**config.mk**
```make
export PLATFORM = sky130hd
export DESIGN_NAME = fifo_reg_nb
export DESIGN_NICKNAME = d
export VERILOG_FILES = /design/src/rtl/fifo_reg_nb.sv
export SDC_FILE = /design/constraint.sdc
export NUM_CORES = 1
export LEC_CHECK = 0
export CAP_MARGIN = 10
export CORE_MARGIN = 10
export CORE_UTILIZATION = 51
export DETAILED_ROUTE_END_ITERATION = 8
export PLACE_DENSITY = 0.75
export SLEW_MARGIN = 40
export SYNTH_ARGS = -nofsm -noshare
export SYNTH_HDL_FRONTEND = slang
export SYNTH_SLANG_ARGS = --single-unit
```
**constraint.sdc**
```tcl
create_clock -name clk -period 3.72 [get_ports clk]
set_input_delay 0.744 -clock clk [delete_from_list [all_inputs] [get_ports clk]]
set_output_delay 0.744 -clock clk [all_outputs]
set_load 0.02 [all_outputs]
```
**src/rtl/fifo_reg_nb.sv**
```systemverilog
// Parametrised synchronous FIFO with first-word-fall-through read.
// Storage is DEPTH enable-gated register words; full/empty are decoded from the entry count.

module fifo_reg_nb_word #(
    parameter int WIDTH = 16
) (
    input  logic             clk,
    input  logic             rst,
    input  logic             en,
    input  logic [WIDTH-1:0] d,
    output logic [WIDTH-1:0] q
);

    always_ff @(posedge clk) begin
        if (rst) begin
            q <= '0;
        end else if (en) begin
            q <= d;
        end
    end

endmodule

module fifo_reg_nb #(
    parameter int WIDTH = 16,
    parameter int DEPTH = 4,
    parameter int AW    = $clog2(DEPTH)
) (
    input  logic             clk,
    input  logic             rst,
    input  logic [WIDTH-1:0] inData,
    input  logic             wrEn,
    input  logic             rdEn,
    output logic [WIDTH-1:0] outData,
    output logic             full,
    output logic             empty,
    output logic [AW:0]      count,
    output logic             err
);

    localparam logic [AW-1:0] PTR_ONE = AW'(1);
    localparam logic [AW:0]   CNT_ONE = (AW+1)'(1);
    localparam logic [AW:0]   CNT_MAX = (AW+1)'(DEPTH);

    logic [AW-1:0]    wptr;
    logic [AW-1:0]    rptr;
    logic [AW:0]      count_r;
    logic             err_r;
    logic             push_ok;
    logic             pop_ok;
    logic [WIDTH-1:0] words [DEPTH];

    assign full  = (count_r == CNT_MAX);
    assign empty = (count_r == '0);

    // A read frees a slot in the same cycle, so a full FIFO can still take a write.
    assign push_ok = wrEn & (~full | rdEn);
    assign pop_ok  = rdEn & ~empty;

    for (genvar i = 0; i < DEPTH; i++) begin : g_word
        localparam logic [AW-1:0] IDX = AW'(i);
        fifo_reg_nb_word #(.WIDTH(WIDTH)) u_word (
            .clk (clk),
            .rst (rst),
            .en  (push_ok && (wptr == IDX)),
            .d   (inData),
            .q   (words[i])
        );
    end

    always_ff @(posedge clk) begin
        if (rst) begin
            wptr    <= '0;
            rptr    <= '0;
            count_r <= '0;
            err_r   <= 1'b0;
        end else begin
            if (push_ok) begin
                wptr <= wptr + PTR_ONE;
            end
            if (pop_ok) begin
                rptr <= rptr + PTR_ONE;
            end
            case ({push_ok, pop_ok})
                2'b10:   count_r <= count_r + CNT_ONE;
                2'b01:   count_r <= count_r - CNT_ONE;
                default: count_r <= count_r;
            endcase
            err_r <= (wrEn & ~push_ok) | (rdEn & ~pop_ok);
        end
    end

    assign outData = empty ? '0 : words[rptr];
    assign count   = count_r;
    assign err     = err_r;

endmodule
```
==> flow_summary.toml <==
[global_routing]
grt_pass1_wl_um = 11600
grt_pass1_vias = 2365
grt_max_degree = 88
overflow = 0
grt_usage_pct = 14.1
antenna_found_initial = 0

[power]
p_per_area_nw_per_um2 = 557
peakVddDrop_mv = 0.291
p_leak_nw = 1.74

[place]
finalWeightedCongestion = 0.779
io_buffers = 41
dpl.hpwl_um = 4480

[die]
rows = 30
die_w_um = 103
die_h_um = 103
initial_utilization_pct = 51.9
ios = 42
core_um2 = 6760
design.die.area_um2 = 10600

[critical_path]
cp_max_fo = 15
slowest_delay_ns = 0.55
cp.required_ns = 2.98
critPathSlowestCell = "mux4_2"
worstSetupPathType = "reg -> out"
r2r_cells = 9
critPathLaunch = "rptr[0]$_SDFFE_PP0P_"
cp_cell_sequence = "buf_4 > mux4_2 > nor2b_1 > clkdlybuf4s50_1"
r2r_start = "count[2]$_SDFFE_PP0P_"
cp.arrival_ns = 2.36
cp-start-kind = "flip-flop"
worst-r2r-setup-slack_ns = 1.19
rr_endpoint = "count[2]$_SDFFE_PP0P_"
cp-end-kind = "primary output"
setup.worst_path.end = "outData[3]"

[sta]
setup_viol = 0
max_freq_ghz = 0.322
rsz0062_at_grt = "false"
slew_viol_final = 0
skew_ns = 0.00668
fin_crit_sh_pct = 83.5
layout_min_cycle_time_ns = 3.11
tightest_slew_ns = 0.812
fin_setup_tns_ns = 0
hold_viol_final = 0
relSlewSlack_pct = 45.7

[clock_network]
cts_setup_buffers = 0
htree_levels = 3
cts_tree = "yes"
root_buffer = "clkbuf_8"
clk_path_buf_depth = 2
clk_latency_ns = 0.35
cts.sinks = 72
path_clk_slew_ns = 0.07
numCtsBuffers = 9
cts-hold-fix-buffers = 0
post_cts_resized = 0

[synthesis]
synthCells = 319
syn_nets = 345
synth_compound_area_share_pct = 1.43
synth-edff-count = 0
ys_ff_latch = 72
synth_seq_area_share_pct = 41.1
syn_area_um2 = 3510
synthMuxAreaShare_pct = 28.5
synth-adder-area-share_pct = 2.35
ys.warnings.count = 0
synthXorXnorAreaFrac_pct = 0.749
async_reset_ff_share_pct = 0
synth_flop_cell = "dfxtp_1"
synthSimpleGateAreaFrac_pct = 21.3
synth_top_family_by_area = "multiplexers"
avgSynthCellArea_um2 = 11.0
synthDistinctLibCells = 29

[route]
vias_per_cell = 5.27
route.detailed.drc = 0
routed_wl_um = 6940
first_iter_violations = 109
postRouteAntennaNets = 0
firstDrtPassIters = 4
vias = 2308
wl_per_cell_um = 15.9

[finish]
drive_gt1_share_pct = 11.7
area_growth_pct = 19.2
nNetsFinal = 379
diodes = 0
final_core_util_pct = 61.9

[hold_path]
hold_path.startpoint = "g_word[3].u_word.q[0]$_SDFFE_PP0P_"
holdCritPathClass = "reg -> reg"

[run_status]
status = "finished, final reports clean"

[run]
cap_violations = 0
registers in the layout, indices dropped and copies added, names as in the netlist:
| name | count |
|---|---|
| rptr | 2 |
| g_word.u_word.q | 64 |
| err | 1 |
| count | 3 |
| wptr | 2 |
area by class of cell:
class | instances | area [um^2]
fillers | 550 | 2580
multi-input cells | 217 | 1910
clock buffers | 12 | 155
well taps | 80 | 100
clock inverters | 4 | 98.8
repair buffers | 46 | 445
inverters | 7 | 26.3
flip-flops and latches | 72 | 1440
cells in the mapped netlist, types with 2 or more instances:
master / count / area share (%)
xor2_1: 3 / 0.75
nor2b_1: 16 / 2.9
o31ai_1: 2 / 0.43
nand2b_1: 81 / 14
ha_1: 5 / 1.8
buf_6: 5 / 1.6
mux2i_1: 64 / 18
or3_1: 2 / 0.36
nor2_1: 5 / 0.54
nand2_1: 2 / 0.21
clkbuf_1: 14 / 1.5
mux4_2: 16 / 10
inv_1: 7 / 0.75
dfxtp_1: 72 / 41
nand3_2: 3 / 0.86
buf_2: 3 / 0.43
a21oi_1: 4 / 0.57
nand3_1: 2 / 0.29
o21ai_0: 3 / 0.43
per-layer routing:
layer / part of all wire [%] / track usage (%) / vias up
li1: - / - / 1154
met1: 46 / 17.6 / 1106
met4: 1.6 / 6.10 / 0
met5: 0 / 0 / -
met3: 4.9 / 3.89 / 11
met2: 48 / 22.4 / 37
where the power goes:
| group | switching (mW) | internal (mW) |
|---|---|---|
| combinational | 0.349 | 0.317 |
| sequential | 0.0551 | 0.833 |
| clock | 0.290 | 0.485 |
| total | 0.694 | 1.64 |
metrics by stage:
step	cell area [um^2]	setup WS (ns)	total power [mW]	hold slack, ns	instances
final	4180	0.614	2.33	0.474	438
after global routing	4180	0.513	2.45	0.489	438
after CTS	4180	0.565	2.36	0.476	438
after detailed placement	3930	0.446	1.58	0.465	422
after global placement	3920	0.526	1.57	0.455	422
after floorplan	3510	0.917	1.35	0.446	319
worst max-delay path, delay by kind of cell, from the launching register on:
kind                   cells  cell delay (ns)
buffers and inverters      2             0.89
DFF                        1             0.41
muxes                      1             0.55
and+or+nand+nor            1             0.15
worst min path at each step:
stage	to	slack, ns	cells after the start
CTS	g_word[0].u_word.q[12]$_SDFFE_PP0P_	0.48	2
finish	g_word[3].u_word.q[0]$_SDFFE_PP0P_	0.47	2
global placement	g_word[3].u_word.q[1]$_SDFFE_PP0P_	0.46	2
detailed placement	g_word[3].u_word.q[4]$_SDFFE_PP0P_	0.46	2
global route	g_word[2].u_word.q[12]$_SDFFE_PP0P_	0.49	2
floorplan	g_word[3].u_word.q[0]$_SDFFE_PP0P_	0.45	2
cell usage in the layout (no fill, tap or decap), types with 2 or more instances in the layout:
master,Yosys,routed
o21ai_0,3,3
o31ai_1,2,2
dfxtp_1,72,72
nor2_1,5,5
buf_4,1,6
inv_1,7,7
clkbuf_8,0,11
clkdlybuf4s50_1,0,40
nand3_1,2,2
nand2b_1,81,81
a21oi_1,4,4
mux2i_1,64,64
xor2_1,3,3
nand2_1,2,2
nor2b_1,16,16
ha_1,5,5
or3_1,2,2
mux4_2,16,16
bufinv_16,0,3
nand3_2,3,3
cells by family after synthesis:
kind of cell,after synthesis
adder cells (fa/ha/maj),6
multiplexers,80
AND/OR/NAND/NOR,119
flip-flops,72
AO/OA/AOI/OAI,9
buffers and inverters,30
XOR/XNOR,3
Note: power is estimated with default switching activity, not from simulation.
